$ cat config.mk
export PLATFORM = sky130hd
export DESIGN_NAME = ram_port_arbiter
export DESIGN_NICKNAME = d
export VERILOG_FILES = /design/src/rtl/ram_port_arbiter.sv
export SDC_FILE = /design/constraint.sdc
export NUM_CORES = 1
export LEC_CHECK = 0
export BUFFER_PORTS_ARGS = -buffer_cell sky130_fd_sc_hd__buf_2
export CAP_MARGIN = 0
export CORE_MARGIN = 2
export CORE_UTILIZATION = 50
export DETAILED_ROUTE_END_ITERATION = 16
export GPL_ROUTABILITY_DRIVEN = 0
export HOLD_SLACK_MARGIN = 0.08
export PLACE_DENSITY = 0.95
export REMOVE_ABC_BUFFERS = 1
export SLEW_MARGIN = 25
export SYNTH_ARGS = -nofsm -noshare
export SYNTH_HDL_FRONTEND = slang
export SYNTH_SLANG_ARGS = --single-unit
$ cat constraint.sdc
create_clock -name clk -period 3.25 [get_ports clk]
set_clock_uncertainty 0.15 [all_clocks]
set_input_delay 0.65 -clock clk [delete_from_list [all_inputs] [get_ports clk]]
set_output_delay 0.65 -clock clk [all_outputs]
set_load 0.01 [all_outputs]
$ cat src/rtl/ram_port_arbiter.sv
// ram_port_arbiter
//   Two-requester round-robin sequencer in front of one single-port
//   synchronous RAM. Each requester's read/write command is latched in IDLE
//   and issued to the RAM in ISSUE. A read then spends one cycle in WAIT
//   while the RAM data comes back. The data is returned to the requester
//   that issued the read, together with a one-cycle valid pulse.
//
//   Ports
//     clk, rst_n                      system clock, async active-low reset
//     req/we/addr/wdata{0,1}          requester commands, held until gnt
//     gnt{0,1}                        1-cycle pulse while the command issues
//     rvalid{0,1}, rdata{0,1}         read return pulse and held read data
//     ram_en/we/addr/wdata, ram_rdata RAM control and data pins
//     busy                            FSM not in IDLE
//     last_grant                      id of the most recently granted requester

// Per-requester read-return slice. It captures RAM data when the
// sequencer's WAIT cycle belongs to this requester. It holds the data
// until that requester's next read completes.
module ram_port_arbiter_rsp #(
  parameter int DATA_WIDTH = 8
) (
  input  logic                  clk,
  input  logic                  rst_n,
  input  logic                  cap,
  input  logic [DATA_WIDTH-1:0] ram_rdata,
  output logic                  rvalid,
  output logic [DATA_WIDTH-1:0] rdata
);
  always_ff @(posedge clk or negedge rst_n) begin
    if (!rst_n) begin
      rvalid <= 1'b0;
      rdata  <= '0;
    end else begin
      rvalid <= cap;
      if (cap) rdata <= ram_rdata;
    end
  end
endmodule

module ram_port_arbiter #(
  parameter int DATA_WIDTH = 8,
  parameter int ADDR_WIDTH = 4
) (
  input  logic                  clk,
  input  logic                  rst_n,
  input  logic                  req0,
  input  logic                  we0,
  input  logic [ADDR_WIDTH-1:0] addr0,
  input  logic [DATA_WIDTH-1:0] wdata0,
  output logic                  gnt0,
  output logic                  rvalid0,
  output logic [DATA_WIDTH-1:0] rdata0,
  input  logic                  req1,
  input  logic                  we1,
  input  logic [ADDR_WIDTH-1:0] addr1,
  input  logic [DATA_WIDTH-1:0] wdata1,
  output logic                  gnt1,
  output logic                  rvalid1,
  output logic [DATA_WIDTH-1:0] rdata1,
  output logic                  ram_en,
  output logic                  ram_we,
  output logic [ADDR_WIDTH-1:0] ram_addr,
  output logic [DATA_WIDTH-1:0] ram_wdata,
  input  logic [DATA_WIDTH-1:0] ram_rdata,
  output logic                  busy,
  output logic                  last_grant
);
  localparam int NUM_REQ = 2;

  localparam logic [1:0] S_IDLE  = 2'd0;
  localparam logic [1:0] S_ISSUE = 2'd1;
  localparam logic [1:0] S_WAIT  = 2'd2;

  typedef struct packed {
    logic                  id;
    logic                  we;
    logic [ADDR_WIDTH-1:0] addr;
    logic [DATA_WIDTH-1:0] wdata;
  } cmd_t;

  logic [NUM_REQ-1:0]                 req_v, we_v, gnt_v, rvalid_v;
  logic [NUM_REQ-1:0][ADDR_WIDTH-1:0] addr_v;
  logic [NUM_REQ-1:0][DATA_WIDTH-1:0] wdata_v, rdata_v;

  assign req_v   = {req1, req0};
  assign we_v    = {we1, we0};
  assign addr_v  = {addr1, addr0};
  assign wdata_v = {wdata1, wdata0};

  logic [1:0] state;
  logic       ptr;   // requester favoured on contention
  logic       win;
  cmd_t       cmd;

  // A lone requester wins outright. Under contention the pointer decides.
  assign win = (&req_v) ? ptr : req_v[1];

  always_ff @(posedge clk or negedge rst_n) begin
    if (!rst_n) begin
      state <= S_IDLE;
      ptr   <= 1'b0;
      cmd   <= '0;
    end else begin
      case (state)
        S_IDLE: if (|req_v) begin
          cmd   <= '{id: win, we: we_v[win], addr: addr_v[win], wdata: wdata_v[win]};
          ptr   <= ~win;
          state <= S_ISSUE;
        end
        S_ISSUE: state <= cmd.we ? S_IDLE : S_WAIT;
        S_WAIT:  state <= S_IDLE;
        default: state <= S_IDLE;
      endcase
    end
  end

  // ram_en/ram_we decode straight from the state, so a reset drops them at
  // once. Address and data come from the latched command and hold between
  // accesses.
  assign ram_en     = (state == S_ISSUE);
  assign ram_we     = ram_en & cmd.we;
  assign ram_addr   = cmd.addr;
  assign ram_wdata  = cmd.wdata;
  assign busy       = (state != S_IDLE);
  assign last_grant = cmd.id;

  assign gnt_v = ram_en ? (cmd.id ? 2'b10 : 2'b01) : 2'b00;
  assign gnt0  = gnt_v[0];
  assign gnt1  = gnt_v[1];

  for (genvar i = 0; i < NUM_REQ; i++) begin : g_rsp
    ram_port_arbiter_rsp #(.DATA_WIDTH(DATA_WIDTH)) u_rsp (
      .clk       (clk),
      .rst_n     (rst_n),
      .cap       ((state == S_WAIT) && (cmd.id == 1'(i))),
      .ram_rdata (ram_rdata),
      .rvalid    (rvalid_v[i]),
      .rdata     (rdata_v[i])
    );
  end

  assign rvalid0 = rvalid_v[0];
  assign rvalid1 = rvalid_v[1];
  assign rdata0  = rdata_v[0];
  assign rdata1  = rdata_v[1];
endmodule

After elaboration in Yosys (flattened, before gate mapping). Cells that the tools add are included.

Eq/ne operators: 3. Muxes and demuxes: 12. Reductions and logical operators: 7. Bitwise logic cells: 3. Order comparisons: 1.

Operators by type and width (number): $mux 8 (2); $mux 2 (4); $mux 4 (2); $pmux 2 s2 (1); $reduce_and 2->1 (2); $mux 1 (3); $eq 2x1->1 const B (1); $eq 2x2->1 const B (1); $logic_and 1x1->1 (2); $logic_not 2->1 (1); $lt 1x2->1 const B (1); $ne 2x2->1 const B (1); $not 1->1 (2); $reduce_bool 2->1 (1); $reduce_or 2->1 (1); $and 1x1->1 (1).

Output and inout bits: 36. Bits in registers: 35. Logic and storage cells: 36. Bits of input ports: 38.

Longest topological paths before layout.
Depth after elaboration: 4. Depth in mapped cells: 5. Gate-level depth less buffers: 3.

Cells and area by module. A second synthesis with hierarchy kept.

Cell total of the unflattened synthesis: 144. Area total of the unflattened synthesis: 1722.9 µm².

Modules (own cells, without submodules): ram_port_arbiter (cells each 108, sequential area each 425.4 µm², area an instance 1009.7 µm², instances 1); ram_port_arbiter_rsp (cells each 18, sequential area each 225.2 µm², area an instance 356.6 µm², instances 2).

Worst setup path before layout. OpenSTA, ideal clock, no wires.

Path kind: register -> output. From: register state[1]. To: output ram_we. Required time: 2.450 ns. Cell stages (with the launch flop): 4. Slack: 1.600 ns. Arrival time: 0.850 ns. Buffers on the path: 0. Cell sequence: dfrtp_1 > nand2b_1 > inv_1 > and2_1.

Cells in the longest elaborated chain, start to end: 2.

Ends and longest elaborated chain: start: declaration (line 91) `logic [1:0] state;`; start signal: assignment (line 111) `S_ISSUE: state <= cmd.we ? S_IDLE : S_WAIT;`; $eq 2x1->1 (line 121) `assign ram_en = (state == S_ISSUE);`; net ram_en (line 61) `output logic ram_en,`; $and 1x1->1 (line 122) `assign ram_we = ram_en & cmd.we;`; end: declaration (line 62) `output logic ram_we,`.

The timed path passes the listed nets, and every way through them passes these cells.

Worst setup path in the final report.
From: register state[0]. To: output busy.

Cells in the longest elaborated chain, start to end: 1.

Ends and longest elaborated chain: $reduce_bool 2->1 (line 125) `assign busy = (state != S_IDLE);`; end: declaration (line 66) `output logic busy,`.

Every way passes these cells.

==> impl_summary.md <==
Clock network
For this design, the sink count on the clock tree is 35. Buffers inserted during clock tree synthesis total 5. No sink is reached through more buffers than the 2 on the longest clock path. Clock-pin slew was measured on the worst setup and hold paths at 0.10 ns.

TritonCTS built the clock tree. After clock tree synthesis, the repair step resized 0 gates. Buffers added to address setup during post-CTS repair amount to 0. The tree is rooted in a clkbuf_4. The H-tree was split into 2 levels.

The clock latency on the worst-skew pair is 0.34 ns. The number of hold buffers added after CTS was 0.

Setup path
On the worst path, the slowest cell contributes a delay of 0.51 ns. The critical path's top delay family is simple AND/OR/NAND/NOR gates. The startpoint-to-endpoint class of the critical path is flip-flop to output pin. The nature of the critical path endpoint is an output pin. The number of buffers and inverters on the critical path is 2. Along the worst path, the maximum fanout reaches 17. Walking the worst path, the cells encountered are nor2_2 > inv_1 > buf_2. The cell with the largest stage delay on the worst path is nor2_2. The kind of launch point of the worst setup path is a flip-flop.

The worst path required time is 2.45 ns. Data arrives at the worst endpoint at 1.58 ns.

Cells and area
The net count of the finished layout is 242. The share of final-layout standard cells stronger than drive strength 1 is 52.7%. The library cell used most frequently in the layout, excluding fill and tap cells, is buf_2. The library cells used most frequently in the layout, excluding fill and tap cells, are buf_2 (73), dfrtp_1 (35), mux2_2 (14), a21oi_1 (14).

The number of antenna cells inserted is 0. From synthesis to final layout, the design area changed by 21.3%.

Run status
The flow ran to the end, and the final reports show no timing, DRC or antenna violations.

Global routing
For this run, the total global-route usage over all layers was measured as 21.1%. The first global-routing pass estimated 5.64 mm of wire. The via count of the first global-routing pass is 1264.

The leftover overflow at the end of global routing is 0. The number of antenna violations at the first check in global routing is 0. Entering global routing, the biggest net connects 36 pins.

Logic synthesis
After synthesis the cells add up to 1650 um2. The main flop type after synthesis is dfrtp_1. Yosys printed 0 warnings. The area share of the largest cell type after synthesis is 53.1%. The sequential-to-total area share from yosys stat is 53.1%. The number of enable-type register cells in the synthesized netlist is 0. The count of different cell masters after synthesis is 25.

In the post-synthesis netlist, the biggest area contributors are dfrtp_1 (53%), mux2_2 (9.6%), a31oi_2 (6.1%). Counting every instance in the synthesized netlist gives 144. The fraction of registers with async set/reset is 100%. The mean cell area of the mapped netlist is 11.5 um2. In this run, synthesis produced a sequential element count of 35. dfrtp_1 takes more of the synthesized area than any other cell.

Routing
The detail route stage leaves a number of antenna-violating nets equal to 0. The wire length reported by the detailed router is 3.51 mm. After detailed routing, the average wire length per cell comes to 14.1 um. Wire segments on met2 add up to 1.71 mm in the final route. The via count of the routed design is 1304. The number of search-and-repair iterations in the first detailed-routing pass is 4. For this block, wires on met1 add up to 1.43 mm. The detailed-route vias per instance is 5.24. The detailed router used layers up to and including met4.

The sum of met3 wire segment lengths after detailed routing is 325 um. In the routed design, unresolved DRC markers number 0. The first-iteration detailed-routing DRC count is 46.

Power and ir drop
The analysis attributes to cell leakage a power of 0.960 nW. VDD sags by at most 0.479 mV. Power spread over the standard cell area amounts to 944 nW/um2.

STA
Setup violations remaining at the end of the flow were counted as 0. The max-slew violation total from the final report is 0. For the pin with the worst max-slew slack, the measured transition is 0.743 ns. The shortest period the worst path allows is 2.38 ns. The worst hold slack is 0.219 ns.

In the final timing run, aggregate negative setup slack is 0 ns. The final-report hold violation count is 0. The final critical path takes up 73.3% of the cycle.

The worst relative slew slack is 50.4%. Setup repair after global routing left no endpoint under its margin. For this run, the top clock speed supported by timing is 420 MHz. The slack of the critical path is 0.868 ns.

Floorplanning
The starting density of the core is 53.2%. From left edge to right edge, the die measures 61.5 um. The core region is 3100 um2. The die is 61.5 um tall. 74 I/O pins were placed. The site row count is 20. The die covers 3780 um2.

Place
Prior to clock tree synthesis, the placed netlist has a worst setup slack of 1.26 ns. The estimated wirelength of the detail-placed design is 2.61 mm. During placement, the flow inserted port buffers numbering 73.

Hold path
The min-delay analysis places its worst path in the category primary input to asynchronous set/reset pin.

Job
The reported max-cap violation count is 0.
final timing paths:
check                               from                      end  slack, ns  cells past startpoint
min in group clk                 cmd[12]                 state[1]       0.33                      1
worst min-delay path               rst_n              ram_addr[0]       0.22                      1
worst max register to register  state[0]             ram_wdata[0]       1.52                      3
worst max-delay path            state[0]                     busy       0.87                      3
max in group asynchronous          rst_n  g_rsp[0].u_rsp.rdata[2]       2.25                      1
worst min register to register   cmd[12]                 state[1]       0.33                      1
state kept, by name, summed over array words and instances, names as in the netlist:
name,count
cmd,1
g_rsp.u_rsp.rdata,16
g_rsp.u_rsp.rvalid,2
last_grant,1
ptr,1
ram_addr,4
ram_wdata,8
state,2
per-layer routing:
layer  vias to the layer above  global-route usage (%)
met1                       601                    24.3
li1                        623                       -
met2                        75                    36.0
met4                         0                    6.38
met3                         5                    8.82
met5                         -                       0
worst register-to-register path: cells and delay by family (launching register included):
family | cells | cell delay (ns)
AO/OA/AOI/OAI | 1 | 0.13
flip-flops | 1 | 0.43
AND/OR/NAND/NOR | 2 | 0.91
report_power, final:
| group | leakage, nW | internal [W] | total [W] | switching (W) |
|---|---|---|---|---|
| clock network | 0.0386 | 0.000127 | 0.000263 | 0.000136 |
| logic | 0.509 | 0.000395 | 0.000856 | 0.000462 |
| registers | 0.412 | 0.000649 | 0.000770 | 0.000120 |
| total | 0.960 | 0.00117 | 0.00189 | 0.000718 |
synth_stat cells, types with 2 or more instances:
cell      count
nor2_1        3
nand3_1      13
a21oi_1      14
buf_4        12
dfrtp_1      35
inv_1         4
mux2_2       14
a31oi_2       8
buf_6         2
mux2_1        2
buf_2         4
a31oi_1       6
clkbuf_1      2
o21ai_0      13
nand2b_1      2
through the flow:
stage	instances	utilization, %	total power [W]	cell area (um2)
after floorplan	123	-	0.00129	1510
after global placement	241	62.3	0.00161	1930
after detailed placement	241	62.3	0.00165	1930
after CTS	249	64.5	0.00191	2000
after global routing	249	64.5	0.00204	2000
final	249	64.5	0.00189	2000
cells by family after synthesis:
group | after synthesis | synth area share [%]
AOI/OAI and AO/OA | 42 | 17.5
DFF | 35 | 53.1
muxes | 16 | 10.9
buffers and inverters | 26 | 9.93
and+or+nand+nor | 25 | 8.57
layout make-up:
class	count	area, um2
well taps	44	55.1
flip-flops and latches	35	876
multi-input cells	83	611
fillers	284	1100
repair buffers	74	373
inverters	5	18.8
clock buffers	8	68.8
(Power assumes the default switching activity.)
